### src/rtl/s_pkg.sv
// rtl/s_pkg.sv - shared constants and types for the S-memory verifier
// Purpose: geometry of the 256-entry S memory and the verifier FSM state type.
// Ports: none (package).
package s_pkg;

    localparam int S_DEPTH  = 256;
    localparam int S_ADDR_W = 8;
    localparam int S_DATA_W = 8;

    localparam logic [S_ADDR_W-1:0] S_LAST_ADDR = S_ADDR_W'(S_DEPTH - 1);

    typedef enum logic [1:0] {
        IDLE,
        ISSUE,
        DRAIN
    } verify_state_t;

endpackage

### src/rtl/rd_tag_pipe.sv
// rtl/rd_tag_pipe.sv - delay line carrying {valid, addr} alongside memory read latency
// Purpose: delays each issued read address by DEPTH edges so it arrives at the
//          head in the same cycle the memory presents the matching data.
// Ports:
//   clk, rst_n : clock, asynchronous active-low reset
//   valid_i    : an address is being presented to the memory this cycle
//   addr_i     : address presented to the memory
//   valid_o    : head entry is valid
//   addr_o     : head entry address
module rd_tag_pipe
    import s_pkg::*;
#(
    parameter int DEPTH = 1
) (
    input  logic                clk,
    input  logic                rst_n,
    input  logic                valid_i,
    input  logic [S_ADDR_W-1:0] addr_i,
    output logic                valid_o,
    output logic [S_ADDR_W-1:0] addr_o
);

    logic [DEPTH-1:0]               vld_q;
    logic [DEPTH-1:0][S_ADDR_W-1:0] tag_q;

    always_ff @(posedge clk or negedge rst_n) begin
        if (!rst_n) begin
            vld_q <= '0;
            tag_q <= '0;
        end else begin
            vld_q[0] <= valid_i;
            tag_q[0] <= addr_i;
            for (int i = 1; i < DEPTH; i++) begin
                vld_q[i] <= vld_q[i-1];
                tag_q[i] <= tag_q[i-1];
            end
        end
    end

    assign valid_o = vld_q[DEPTH-1];
    assign addr_o  = tag_q[DEPTH-1];

endmodule

### src/rtl/s_verify.sv
// rtl/s_verify.sv - sweeps the S memory and checks each entry against addr ^ XOR_KEY
// Purpose: on a start request reads addresses 0..255, compares each entry with
//          the expected pattern and reports pass, mismatch count and the first
//          offending address/data.
// Ports:
//   clk, rst_n     : clock, asynchronous active-low reset
//   en             : start request, honoured only while rdy = 1
//   rdy            : idle and able to accept en
//   addr           : S-memory read address
//   rddata         : S-memory read data
//   pass           : last completed sweep had no mismatches
//   mism_cnt       : mismatching entries in last sweep (0..256)
//   first_bad_addr : address of first mismatch (0 if none)
//   first_bad_data : data read at first mismatch (0 if none)
module s_verify
    import s_pkg::*;
#(
    parameter int                  RD_LATENCY = 1,
    parameter logic [S_DATA_W-1:0] XOR_KEY    = 8'h00
) (
    input  logic                clk,
    input  logic                rst_n,
    input  logic                en,
    output logic                rdy,
    output logic [S_ADDR_W-1:0] addr,
    input  logic [S_DATA_W-1:0] rddata,
    output logic                pass,
    output logic [8:0]          mism_cnt,
    output logic [S_ADDR_W-1:0] first_bad_addr,
    output logic [S_DATA_W-1:0] first_bad_data
);

    verify_state_t       state_q, state_d;
    logic [S_ADDR_W-1:0] addr_q, addr_d;
    logic                pass_q, pass_d;
    logic [8:0]          cnt_q, cnt_d;
    logic [S_ADDR_W-1:0] fba_q, fba_d;
    logic [S_DATA_W-1:0] fbd_q, fbd_d;
    logic                seen_q, seen_d;

    logic                head_valid;
    logic [S_ADDR_W-1:0] head_addr;
    logic                mismatch;
    logic                last_done;

    // Every address presented while issuing gets a tag; the tag reaches the
    // head exactly when rddata holds that address's entry.
    rd_tag_pipe #(
        .DEPTH(RD_LATENCY)
    ) u_tag_pipe (
        .clk    (clk),
        .rst_n  (rst_n),
        .valid_i(state_q == ISSUE),
        .addr_i (addr_q),
        .valid_o(head_valid),
        .addr_o (head_addr)
    );

    assign mismatch  = head_valid && (rddata != (head_addr ^ XOR_KEY));
    assign last_done = head_valid && (head_addr == S_LAST_ADDR);

    // State register
    always_ff @(posedge clk or negedge rst_n) begin
        if (!rst_n) begin
            state_q <= IDLE;
            addr_q  <= '0;
            pass_q  <= 1'b0;
            cnt_q   <= '0;
            fba_q   <= '0;
            fbd_q   <= '0;
            seen_q  <= 1'b0;
        end else begin
            state_q <= state_d;
            addr_q  <= addr_d;
            pass_q  <= pass_d;
            cnt_q   <= cnt_d;
            fba_q   <= fba_d;
            fbd_q   <= fbd_d;
            seen_q  <= seen_d;
        end
    end

    // Next-state logic
    always_comb begin
        state_d = state_q;
        case (state_q)
            IDLE:    if (en) state_d = ISSUE;
            ISSUE:   if (addr_q == S_LAST_ADDR) state_d = DRAIN;
            DRAIN:   if (last_done) state_d = IDLE;
            default: state_d = IDLE;
        endcase
    end

    // Address sequencing and result accumulation
    always_comb begin
        addr_d = addr_q;
        pass_d = pass_q;
        cnt_d  = cnt_q;
        fba_d  = fba_q;
        fbd_d  = fbd_q;
        seen_d = seen_q;

        if (mismatch) begin
            cnt_d = cnt_q + 9'd1;
            if (!seen_q) begin
                fba_d  = head_addr;
                fbd_d  = rddata;
                seen_d = 1'b1;
            end
        end

        case (state_q)
            IDLE: begin
                if (en) begin
                    addr_d = '0;
                    pass_d = 1'b0;
                    cnt_d  = '0;
                    fba_d  = '0;
                    fbd_d  = '0;
                    seen_d = 1'b0;
                end
            end
            ISSUE: begin
                if (addr_q != S_LAST_ADDR) addr_d = addr_q + 1'b1;
            end
            DRAIN: begin
                // cnt_d already includes the compare of address 255.
                if (last_done) begin
                    pass_d = (cnt_d == 9'd0);
                    addr_d = '0;
                end
            end
            default: ;
        endcase
    end

    // Outputs
    always_comb begin
        rdy            = (state_q == IDLE);
        addr           = addr_q;
        pass           = pass_q;
        mism_cnt       = cnt_q;
        first_bad_addr = fba_q;
        first_bad_data = fbd_q;
    end

endmodule
### config.mk
export PLATFORM = sky130hd
export DESIGN_NAME = s_verify
export DESIGN_NICKNAME = d
export VERILOG_FILES = /design/src/rtl/s_pkg.sv /design/src/rtl/rd_tag_pipe.sv /design/src/rtl/s_verify.sv
export SDC_FILE = /design/constraint.sdc
export NUM_CORES = 1
export LEC_CHECK = 0
export CAP_MARGIN = 5
export CORE_MARGIN = 10
export CORE_UTILIZATION = 45
export CTS_CLUSTER_DIAMETER = 60
export DETAILED_ROUTE_END_ITERATION = 16
export HOLD_SLACK_MARGIN = 0.02
export PLACE_DENSITY = 0.75
export SLEW_MARGIN = 25
export SYNTH_ARGS = -nofsm -noshare
export SYNTH_HDL_FRONTEND = slang
export SYNTH_SLANG_ARGS = --single-unit
### constraint.sdc
create_clock -name clk -period 1.7 [get_ports clk]
set_input_delay 0.255 -clock clk [delete_from_list [all_inputs] [get_ports clk]]
set_output_delay 0.255 -clock clk [all_outputs]
set_load 0.02 [all_outputs]
==> results_tabular.tex, run 1 <==
\begin{tabular}{lr}
\hline
Metric & Value \\
\hline
\multicolumn{2}{l}{\textbf{Layout}} \\
FF+latch area & 0.001155 mm\^{}2 \\
Number of antenna diodes & 0 \\
Area used by multi-input combinational logic & 949.7 um\^{}2 \\
Area Growth Syn to Fin & 41.13\% \\
Share of final-layout standard cells stronger than drive strength 1 & 0.1978 \\
Count of nets after finishing & 280 \\
End-of-flow core utilization & 0.6723 \\
Fill cell instance count of the final layout & 327 \\
\multicolumn{2}{l}{\textbf{GRT}} \\
GRT overflow & 0 \\
Number of global-route vias before repair & 1,635 \\
Antenna violations before repair & 0 \\
Maximum number of pins on one net before global-route repair & 47 \\
Global-route usage over all layers & 0.1327 \\
First-pass GRT wire length & 8086 um \\
\multicolumn{2}{l}{\textbf{STA}} \\
Actual slew at the worst max-slew pin & approximately 0.27 ns \\
Minimum setup slack in the final design & -0.07859 ns \\
Final Max Slew Viols & 0 \\
Period Utilization, post-route & 1.046 \\
Setup repair after global routing missed its margin & true \\
Min Hold Slack & 0.3924 ns \\
Final setup fails & 15 \\
Min cycle time layout & 1.779 ns \\
Number of hold violations in the final report & 0 \\
Final-layout setup total negative slack & -0.3245 ns \\
Tightest slew margin relative to the limit & 0.8204 \\
Achievable Freq & 562.2 MHz \\
Worst setup skew after layout & 0.006646 ns \\
\multicolumn{2}{l}{\textbf{Route}} \\
DRC violations left & 0 \\
Remaining number of nets flagged by the antenna check after routing & 0 \\
Drt first-iter violations & 115 \\
Vias/cell & 5.150 \\
Detailed-route wire length & 5076 um \\
DRT Pass-1 Iters & 4 \\
Detailed-route via count & between 1,500 and 2,000 \\
WL per Instance & 15.86 um \\
\multicolumn{2}{l}{\textbf{Placement}} \\
Half-perimeter wire length of the detailed placement result & 3737 um \\
Routability congestion estimate & around 0.87 \\
Post-Place Setup Slack & -0.4722 ns \\
Buffers added on ports & 45 \\
\multicolumn{2}{l}{\textbf{Floorplanning}} \\
Io pins & 46 \\
Core area & 0.004444 mm\^{}2 \\
Starting utilization of the core area & 0.4764 \\
Number of standard-cell rows in the floorplan & 24 \\
Die area & 0.007848 mm\^{}2 \\
Die Span X & a little under 90 um \\
Height of the chip & 88.59 um \\
\multicolumn{2}{l}{\textbf{Yosys}} \\
Largest cells by area after synthesis & sky130\_fd\_sc\_hd\_\_dfrtp\_1, sky130\_fd\_sc\_hd\_\_mux2i\_1, sky130\_fd\_sc\_hd\_\_xor2\_1, sky130\_fd\_sc\_hd\_\_nor2\_1, sky130\_fd\_sc\_hd\_\_xnor2\_1 \\
Number of flops mapped to enable cells by yosys & 0 \\
Top cell type by total area after synthesis & sky130\_fd\_sc\_hd\_\_dfrtp\_1 \\
Synth Instances & 194 \\
Distinct cell type count after synthesis & 37 \\
Most numerous cell types in the synthesized netlist & sky130\_fd\_sc\_hd\_\_dfrtp\_1, sky130\_fd\_sc\_hd\_\_nor2\_1, sky130\_fd\_sc\_hd\_\_mux2i\_1 \\
Synth Warn \# & 0 \\
Dominant cell by count in the synthesized netlist & sky130\_fd\_sc\_hd\_\_dfrtp\_1 \\
Share of the synthesized area in the top cell type & 0.5437 \\
Post-synth design cell area & 0.002117 mm\^{}2 \\
Prevailing post-synth register cell & sky130\_fd\_sc\_hd\_\_dfrtp\_1 \\
Avg Inst Size Synth & about 11 um\^{}2 \\
Portion of the post-synthesis area used by sequential elements & 0.5437 \\
Synthesis-stage register bit count & 46 \\
Number of nets produced by synthesis & 207 \\
Synth async-reset ratio & 1.000 \\
\multicolumn{2}{l}{\textbf{Clock tree}} \\
Count of clock tree sinks & 46 \\
Deepest clock path buffer count & 2 \\
Later-pin clock latency in the skew report & 0.30 ns \\
Clock Root Buffer & sky130\_fd\_sc\_hd\_\_clkbuf\_8 \\
Number of CTS-inserted buffers & 5 \\
Clock transition at the registers of the reported paths & 0.08 ns \\
Clock tree from TritonCTS & built \\
H-tree depth & 2 \\
\multicolumn{2}{l}{\textbf{Power}} \\
Pwr Density & 1547 mW/mm\^{}2 \\
Leakage dissipation & 1.569 nW \\
Largest voltage drop on the vdd net & 0.9063 mV \\
\multicolumn{2}{l}{\textbf{Setup path}} \\
CP required & 1.90 ns \\
CP Capture Type & flop \\
Setup crit start kind & flop \\
Setup slack, reg-to-reg & -0.08 ns \\
Critical path class & reg -> reg \\
Arrival time worst endpoint & 1.98 ns \\
Critical path fanouts, max & 10 \\
\multicolumn{2}{l}{\textbf{Worst hold path}} \\
Hold WC Path Type & in -> reg \\
\multicolumn{2}{l}{\textbf{Outcome}} \\
Outcome & finished with violations \\
Failing checks & negative setup slack \\
\multicolumn{2}{l}{\textbf{Job}} \\
Max cap viols & 0 \\
\hline
\end{tabular}
[cells in the final DEF, fill, tap and decap left out, drive strengths merged, types with 2 or more instances in the layout]
cell type      instances
nor2                  35
nor3                   3
clkbuf                 5
xnor2                  6
mux2i                 18
nor4                   2
nand2                 11
and2                   3
nand4                  5
clkinv                 2
buf                   28
clkdlybuf4s50         31
inv                    2
o22ai                  2
dfrtp                 46
dlymetal6s2s          11
xor2                  17
ha                     2
and3                   5
a21oi                  2
nand2b                 3
dlygate4sd2            2
o21ai                  5
nand3                  4
a211oi                 2
or4                    2
[logic make-up after synthesis]
kind of cell	synth area share
buffers and inverters	0.02659
AOI/OAI and AO/OA	0.06088
DFF	0.5437
muxes	0.08511
and+or+nand+nor	0.1767
adders and majority gates	0.01182
xor gates and xnor gates	0.09515
[power breakdown]
| group | switching, mW | leakage (nW) | internal, mW |
|---|---|---|---|
| clock network | 0.377 | 0.0441 | 0.289 |
| logic | 1.11 | 0.943 | 1.09 |
| registers | 0.289 | 0.582 | 1.47 |
[through the flow]
stage / total power, mW / cell area, um^2 / cells
4_1_cts: 4.641 / 2933 / 320
2_1_floorplan: 2.816 / 2125 / 194
3_5_place_dp: 3.943 / 2808 / 309
3_3_place_gp: 3.882 / 2808 / 309
5_1_grt: 4.894 / 2988 / 320
6_report: 4.623 / 2988 / 320
[sequential cells by signal, summed over array words and instances (netlist names)]
signal and flops:
seen_q 1, mism_cnt 9, addr 8, first_bad_data 8
first_bad_addr 8, u_tag_pipe.valid_o 1, pass 1, u_tag_pipe.addr_o 8
state_q 2
[worst paths after layout]
path	startpoint	endpoint	depth (start not counted)
max	u_tag_pipe.addr_o[0]$_DFF_PN0_	pass$_DFFE_PN0P_	6
min	rddata[7]	first_bad_data[7]$_DFF_PN0_	3
max reg2reg	u_tag_pipe.addr_o[0]$_DFF_PN0_	pass$_DFFE_PN0P_	6
min reg2reg	addr[5]$_DFFE_PN0P_	u_tag_pipe.addr_o[5]$_DFF_PN0_	0
max in group asynchronous	rst_n	addr[0]$_DFFE_PN0P_	3
min in group asynchronous	rst_n	mism_cnt[5]$_DFF_PN0_	3
[critical path: stages, from the launching register on]
cell and delay [ns]:
sky130_fd_sc_hd__dfrtp_1 0.42, sky130_fd_sc_hd__xor2_1 0.16, sky130_fd_sc_hd__nor4_2 0.32, sky130_fd_sc_hd__a21boi_2 0.12
sky130_fd_sc_hd__buf_12 0.15, sky130_fd_sc_hd__o21a_1 0.18, sky130_fd_sc_hd__o41ai_2 0.31
[metal layers]
layer  vias up  routed length, um  track usage
met5         -                  0            0
met4         0                 55      0.03671
met3         5                310      0.04320
met2        34               2464       0.2117
met1       798               2245       0.1689
li1        811                  -            -
[final cells by class]
type | count | area share
clock buffers | 5 | 0.02303
clock inverters | 3 | 0.007119
repair buffers | 73 | 0.2412
well taps | 52 | 0.02178
multi-input cells | 139 | 0.3178
flip-flops and latches | 46 | 0.3865
inverters | 2 | 0.002513
[repair_timing]
item                       CTS  global route
cloned                       0             0
hold endpoints to repair    46             0
resized for setup            4            18
setup endpoints to repair   23            44
hold buffers                 1             0
buffers inserted             2             0
pin swaps                    4             2
Note: power is estimated with default switching activity, not from simulation.
==> inputs of run 2 (changes only) <==
Settings changed: CORE_UTILIZATION 45 to 50, DONT_BUFFER_PORTS set to 1, PLACE_DENSITY 0.75 to 0.68.
==> results_tabular.tex, run 2 (synthesis results as in run 1) <==
\begin{tabular}{lr}
\hline
Metric & Value \\
\hline
\multicolumn{2}{l}{\textbf{Layout}} \\
Commonest non-fill, non-tap cell in the layout & sky130\_fd\_sc\_hd\_\_dfrtp\_1 \\
Share of final-layout standard cells stronger than drive strength 1 & 0.2716 (+0.07379) \\
Area Growth Syn to Fin & 24.70\% \\
Count of nets after finishing & 244 (-13\%) \\
Largest register FFs & 9 (unchanged) \\
Highest-count cells in the layout ignoring fill and taps & sky130\_fd\_sc\_hd\_\_dfrtp\_1, sky130\_fd\_sc\_hd\_\_nor2\_1, sky130\_fd\_sc\_hd\_\_buf\_4 \\
Final non-filler cell area & 0.002640 mm\^{}2 (-12\%) \\
Layout Cells excl Fill & 282 (-12\%) \\
Fill cell instance count of the final layout & 293 (-10\%) \\
End-of-flow core utilization & 0.6506 (-0.02167) \\
Number of antenna diodes & 0 (unchanged) \\
\multicolumn{2}{l}{\textbf{Route}} \\
Detailed-route wire length & 5085 um (+0.18\%) \\
DRC violations left & 0 (unchanged) \\
WL met3 & 399 um (+29\%) \\
WL per Instance & 18.03 um (+14\%) \\
Vias/cell & 5.514 (+7.1\%) \\
Top layer reached by signal wires & met4 \\
Met1 Wirelength & 2113 um (-5.9\%) \\
Remaining number of nets flagged by the antenna check after routing & 0 (unchanged) \\
Detailed-route via count & 1,555 (-5.6\%) \\
Sum of met2 wire segment lengths after detailed routing & 2547 um (+3.4\%) \\
DRT Pass-1 Iters & 4 (unchanged) \\
Drt first-iter violations & 108 (-6.1\%) \\
\multicolumn{2}{l}{\textbf{STA}} \\
Number of hold violations in the final report & 0 (unchanged) \\
Final-layout setup total negative slack & -0.04743 ns (+0.2770 ns) \\
Achievable Freq & 581.4 MHz (+3.4\%) \\
Actual slew at the worst max-slew pin & 0.3734 ns (+0.1062 ns) \\
Setup repair after global routing missed its margin & true \\
Final Max Slew Viols & 0 (unchanged) \\
Minimum setup slack in the final design & -0.01994 ns (+0.05865 ns) \\
Tightest slew margin relative to the limit & 0.7511 (-0.06929) \\
Min cycle time layout & 1.720 ns (-0.05865 ns) \\
Final setup fails & 5 (-10) \\
Period Utilization, post-route & 1.012 (-0.03450) \\
Worst setup skew after layout & 0.005882 ns (-0.0007643 ns) \\
\multicolumn{2}{l}{\textbf{Placement}} \\
Routability congestion estimate & 0.8739 (+0.83\%) \\
Half-perimeter wire length of the detailed placement result & 3777 um (+1.1\%) \\
Dpl cells & 271 (-12\%) \\
Placed cell area & 0.002415 mm\^{}2 (-14\%) \\
Buffers added on ports & 0 (-100\%) \\
\multicolumn{2}{l}{\textbf{Outcome}} \\
Failing checks & negative setup slack \\
Outcome & finished with violations \\
\multicolumn{2}{l}{\textbf{GRT}} \\
First-pass GRT wire length & 8211 um (+1.5\%) \\
Maximum number of pins on one net before global-route repair & 47 (unchanged) \\
Global-route usage over all layers & 0.1370 (+0.004320) \\
GRT overflow & 0 (unchanged) \\
Number of global-route vias before repair & 1,618 (-1.0\%) \\
Antenna violations before repair & 0 (unchanged) \\
\multicolumn{2}{l}{\textbf{Clock tree}} \\
Count of clock tree sinks & 46 (unchanged) \\
H-tree depth & 2 (unchanged) \\
Clock tree from TritonCTS & built \\
Later-pin clock latency in the skew report & 0.29 ns (about the same) \\
Number of CTS-inserted buffers & 5 (unchanged) \\
Clock transition at the registers of the reported paths & 0.08 ns (about the same) \\
Deepest clock path buffer count & 2 (unchanged) \\
Clock Root Buffer & sky130\_fd\_sc\_hd\_\_clkbuf\_8 \\
\multicolumn{2}{l}{\textbf{Setup path}} \\
Count of buffer and inverter cells on the critical path & 1 (unchanged) \\
Critical path class & reg -> reg \\
Longest individual stage delay on the worst path & 0.40 ns (-0.02 ns) \\
Setup crit start kind & flop \\
Critical path fanouts, max & 12 (+2) \\
Arrival time worst endpoint & 1.92 ns (-0.06 ns) \\
CP Capture Type & flop \\
CP required & 1.90 ns (about the same) \\
List of cells traversed by the critical path & xor2\_1, nor4\_2, a21boi\_2, buf\_12, o21a\_1, o41ai\_2 \\
Worst path top cell family by delay & compound AO/OA/AOI/OAI gates \\
Slowest-stage cell, CP & sky130\_fd\_sc\_hd\_\_dfrtp\_1 \\
\multicolumn{2}{l}{\textbf{Floorplanning}} \\
Number of standard-cell rows in the floorplan & 23 (-4.2\%) \\
Die Span X & 85.07 um (-4.0\%) \\
Io pins & 46 (unchanged) \\
Starting utilization of the core area & 0.5217 (+0.04539) \\
Height of the chip & 85.07 um (-4.0\%) \\
Die area & 0.007237 mm\^{}2 (-7.8\%) \\
Core area & 0.004058 mm\^{}2 (-8.7\%) \\
\multicolumn{2}{l}{\textbf{Power}} \\
Total internal power & 2.651 mW (-6.8\%) \\
Net Sw Frac & 0.3996 (+0.01530) \\
Reported net switching power & 1.765 mW (-0.67\%) \\
Leakage dissipation & 1.322 nW (-16\%) \\
Clock Power Share & 0.180 (+0.036) \\
Part of the power in combinational logic & 0.385 (-0.092) \\
Largest voltage drop on the vdd net & 0.8324 mV (-8.2\%) \\
Pwr Density & 1673 mW/mm\^{}2 (+8.1\%) \\
Sequential power share & 0.435 (+0.056) \\
\multicolumn{2}{l}{\textbf{Job}} \\
Max cap viols & 0 (unchanged) \\
\multicolumn{2}{l}{\textbf{Worst hold path}} \\
Hold WC Path Type & in -> reg \\
\hline
\end{tabular}
## run 2: timing repair
action / 4_1_cts / 5_1_grt
hold endpoints to repair: 46 / 0
gates resized for setup: 5 / 12
buffers inserted: 0 / 1
hold buffers: 2 / 0
pin swaps: 1 / 3
endpoints found under the setup margin: 22 / 31
cloned: 0 / 0
## run 2: final cells by class
cell class | count | area, um^2 | area share
Sequential cell | 46 | 1155 | 0.4374
Multi-Input combinational cell | 139 | 979.7 | 0.3711
Timing Repair Buffer | 37 | 329.1 | 0.1246
Clock buffer | 7 | 76.32 | 0.02891
Tap cell | 50 | 62.56 | 0.02370
Clock inverter | 1 | 30.03 | 0.01137
Inverter | 2 | 7.507 | 0.002844
## run 2: per-layer routing
metal	global-route usage	vias up
met3	0.05067	4
met1	0.1628	771
met5	0	-
met2	0.2268	44
li1	-	736
met4	0.03593	0
## run 2: final timing paths
path / startpoint / end / slack, ns / cells past startpoint
hold / removal: rddata[5] / first_bad_data[5]$_DFF_PN0_ / 0.12 / 2
setup reg to reg: u_tag_pipe.addr_o[3]$_DFF_PN0_ / pass$_DFFE_PN0P_ / -0.02 / 6
max in group asynchronous: rst_n / addr[0]$_DFFE_PN0P_ / 1.03 / 2
setup / recovery: u_tag_pipe.addr_o[3]$_DFF_PN0_ / pass$_DFFE_PN0P_ / -0.02 / 6
min in group asynchronous: rst_n / mism_cnt[1]$_DFF_PN0_ / 0.46 / 2
hold reg to reg: seen_q$_DFF_PN0_ / seen_q$_DFF_PN0_ / 0.51 / 2
## run 2: power groups by stage
| stage | Sequential, mW | Combinational, mW | Clock, mW |
|---|---|---|---|
| CTS | 1.92 | 1.62 | 0.809 |
| global route | 1.98 | 1.84 | 0.848 |
| global placement | 1.92 | 1.45 | 0 |
| finish | 1.92 | 1.70 | 0.795 |
| floorplan | 2.14 | 0.675 | 0 |
| detailed placement | 1.94 | 1.52 | 0 |
## run 2: through the flow
stage / total power, mW / hold slack [ns] / worst slack [ns]
final: 4.416 / 0.1167 / -0.01994
after global routing: 4.669 / 0.1267 / -0.1030
after CTS: 4.353 / 0.1130 / -0.01847
after detailed placement: 3.469 / -0.03851 / -0.08538
after global placement: 3.369 / -0.03854 / -0.009909
after floorplan: 2.816 / -0.04059 / -0.01587
==> RTL edit 1: new RTL, config.mk and constraints of run 2 <==
Reset style: synchronous (`rst_n`), changed in 2 clocked blocks. Comments in the files are not updated.
--- a/src/rtl/rd_tag_pipe.sv
+++ b/src/rtl/rd_tag_pipe.sv
@@ -23,7 +23,7 @@
     logic [DEPTH-1:0]               vld_q;
     logic [DEPTH-1:0][S_ADDR_W-1:0] tag_q;
 
-    always_ff @(posedge clk or negedge rst_n) begin
+    always_ff @(posedge clk) begin
         if (!rst_n) begin
             vld_q <= '0;
             tag_q <= '0;
--- a/src/rtl/s_verify.sv
+++ b/src/rtl/s_verify.sv
@@ -60,7 +60,7 @@
     assign last_done = head_valid && (head_addr == S_LAST_ADDR);
 
     // State register
-    always_ff @(posedge clk or negedge rst_n) begin
+    always_ff @(posedge clk) begin
         if (!rst_n) begin
             state_q <= IDLE;
             addr_q  <= '0;
Check against the original RTL: differs if rst_n is asserted again (counterexample within 4 cycles, from zero or initial values and one cycle with rst_n low); with rst_n held inactive, the same outputs for 10 cycles.
==> RTL edit 1 against run 2 <==
The run still ends with negative setup slack left. Design area shrank 0.43%. Setup slack got worse by 0.085 ns. Clock skew barely moved. Area after synthesis is 5.4% lower. Sequential cell count did not move. Sequential share of layout area fell by 7.8 points. Wire length hardly changed. Critical endpoint is now first_bad_addr[1]$_SDFF_PN0_.
Power is not compared: it rests on default switching activity, and its combinational part moved more than twofold at a synthesized area within 25%.
==> RTL edit 1: results <==
[global_routing]
grt_pass1_vias = 1598
grt_pass1_wl_um = 8110
grtUsageMet2_pct = 22.5
gr-usage-met1_pct = 15.4
track_usage_pct = 13.8
grt_max_degree = 27
grt_util_met3_pct = 6.25

[route]
vias = 1651
dr_wl_met3_um = 478
wl_met1_um = 2060
wl_met2_um = 2470
drt_wl_total_um = 5090
drt_iter0_markers = 92

[clock_tree]
cts_resized = 8
post_cts_buffers = 1

[logic_synthesis]
synth-compound-area-share_pct = 6.69
synthMuxAreaShare_pct = 9.00
yosysSeqAreaShare_pct = 46.0
syn_avg_cell_area_um2 = 9.40
synth_nets = 226
synth_area_leaders = dfxtp_1, mux2i_1, nor2_1, xor2_1, and2_1
ys_types = 37
synthXorXnorAreaFrac_pct = 9.19
synth_fa_ha_area_share_pct = 1.25
yosys-top-cells-count = dfxtp_1, nor2_1, mux2i_1, xor2_1, nand2_1
synth-async-reset-ratio_pct = 0

[placement]
place_area_um2 = 2310
dp_hpwl_um = 3690
preCtsSetupSlack_ns = -0.138
gp_congestion = 0.871
dp_cells = 291

[timing]
final-setup-viol-count = 18
setup_slack_ns = -0.105
setup_tns_ns = -1.13
worst_clock_skew_ns = 0.00592
max_slew.worst_pin.slew_ns = 0.415

[worst_setup_path]
path_delay_family = simple AND/OR/NAND/NOR gates
slowest_delay_ns = 0.38
cp.arrival_ns = 1.99
critPathSlowestCell = dfxtp_4
critPathMaxFanout = 8
reg2regPathDepth = 7

[finish]
layout.cells.non_filler = 301
fin_nets = 265
largest_reg_flops = 9
antenna_cells = 0
drive_above_1_share_pct = 35.2
fillerInstances = 269

[run_status]
status = finished with violations
violations = negative setup slack

[power]
p_leak_uw = 0.00111

[hold_path]
whs_path_depth = 1
RTL edit 1: cell type report:
type,instances,area [um^2],area share [%]
inverters,4,15.0,0.571
clock inverters,2,12.5,0.476
clock buffers,6,82.6,3.14
repair buffers,40,333,12.7
multi-input cells,155,1180,44.9
well taps,48,60.1,2.28
flip-flops and latches,46,946,36.0
RTL edit 1: worst paths after layout:
path | endpoint | startpoint | slack [ns]
worst max-delay path | first_bad_addr[1]$_SDFF_PN0_ | u_tag_pipe.addr_o[6]$_SDFF_PN0_ | -0.11
worst min register to register | seen_q$_SDFF_PN0_ | seen_q$_SDFF_PN0_ | 0.46
worst max register to register | first_bad_addr[1]$_SDFF_PN0_ | u_tag_pipe.addr_o[6]$_SDFF_PN0_ | -0.11
worst min-delay path | u_tag_pipe.addr_o[0]$_SDFF_PN0_ | rst_n | 0.08
RTL edit 1: power breakdown:
part / switching, uW / internal (uW) / total, uW
clock: 365 / 327 / 692
sequential: 21.1 / 1090 / 1120
combinational: 136 / 115 / 251
total: 522 / 1540 / 2060
==> RTL edit 2: new RTL, flow settings as in run 2 <==
Made on the original files. The package constant `S_DATA_W` goes from 8 to 7.
--- a/src/rtl/s_pkg.sv
+++ b/src/rtl/s_pkg.sv
@@ -5,7 +5,7 @@
 
     localparam int S_DEPTH  = 256;
     localparam int S_ADDR_W = 8;
-    localparam int S_DATA_W = 8;
+    localparam int S_DATA_W = 7;
 
     localparam logic [S_ADDR_W-1:0] S_LAST_ADDR = S_ADDR_W'(S_DEPTH - 1);
 
Interface: changed (resized first_bad_data and rddata); port bits go from 46 to 44. No check against the original RTL was run, so the function may have changed too.
==> RTL edit 2 against run 2 <==
Sequential cell count fell by 1. Design area fell by 0.95%. Wire length rose by 0.29%. Largest cell class unchanged. Area after synthesis fell by 0.41%. Core utilization fell by 0.16 points. Fmax fell by 5.4%. Largest power group unchanged. Setup slack got worse by 0.097 ns. Critical path depth rose by 2. Total power fell by 12%. The flow still finishes with violations (negative setup slack).
==> RTL edit 2: results <==
[run_status]
status = finished with violations
violations = negative setup slack

[worst_setup_path]
slowest_delay_ns = 0.43
cp.arrival_ns = 2.04
critPathMaxFanout = 8

[timing]
final-setup-viol-count = 24
setup_tns_ns = -0.976
setup_slack_ns = -0.117
worst_clock_skew_ns = 0.00570
relSlewSlack_pct = 77.6

[power]
combPwrFrac_pct = 41.2
sw_frac_of_total_pct = 40.2
vdd_drop_max_uv = 821
comb_cell_power_uw = 1610
p_leak_uw = 0.00122
p_seq_uw = 1640

[route]
wl_met1_um = 2090
wl_met2_um = 2490
drt_wl_total_um = 5100
dr_wl_met3_um = 431
drt_iter0_markers = 97
via_per_inst = 5.80

[finish]
fin_nets = 242
inv_count = 4
multiInputGateArea_um2 = 996
drive_above_1_share_pct = 30.3
clockNetworkAreaShare_pct = 3.35
fillerInstances = 291
multi_input_gates = 136
nClkBuffers = 6
ff_latch_area_um2 = 1130
buf_share_pct = 12.4
multi_input_area_share_pct = 38.1
layout.cells.non_filler = 281
n_all_buffers = 38

[placement]
dp_cells = 266
place_area_um2 = 2360
dp_hpwl_um = 3630
preCtsSetupSlack_ns = -0.0937
gp_congestion = 0.841

[global_routing]
grt_max_degree = 46
grt_pass1_wl_um = 8270
grt_pass1_vias = 1584
grt_util_met3_pct = 6.41
gr-usage-met1_pct = 15.7

[logic_synthesis]
synthCells = 195
synth_area_leaders = dfrtp_1, mux2i_1, xor2_1, nor2_1, o21ai_0
yosysSeqAreaShare_pct = 53.4
synth_fa_ha_area_share_pct = 1.19
synth-compound-area-share_pct = 8.49
synthXorXnorAreaFrac_pct = 6.65
ys_types = 39
yosys-top-cells-count = dfrtp_1, nor2_1, mux2i_1, xor2_1, o21ai_0

[clock_tree]
post_cts_buffers = 1
clock_sinks = 45
cts_resized = 6
RTL edit 2: cell count changes after synthesis, moves of 3 or more:
cell	change
nand3_1	+5
xnor2_1	-3
clkbuf_1	+3
o21ai_0	+7
xor2_1	-4
nor2b_1	+3
nand2_1	-3
nor2_1	-6
RTL edit 2: final timing paths:
check / start / endpoint / slack, ns / cells past startpoint
setup / recovery: u_tag_pipe.addr_o[6]$_DFF_PN0_ / addr[7]$_DFFE_PN0P_ / -0.12 / 8
hold / removal: rddata[0] / first_bad_data[0]$_DFF_PN0_ / 0.11 / 2
setup reg to reg: u_tag_pipe.addr_o[6]$_DFF_PN0_ / addr[7]$_DFFE_PN0P_ / -0.12 / 8
hold reg to reg: addr[3]$_DFFE_PN0P_ / u_tag_pipe.addr_o[3]$_DFF_PN0_ / 0.55 / 1
max in group asynchronous: rst_n / mism_cnt[0]$_DFF_PN0_ / 1.04 / 2
min in group asynchronous: rst_n / addr[0]$_DFFE_PN0P_ / 0.44 / 2
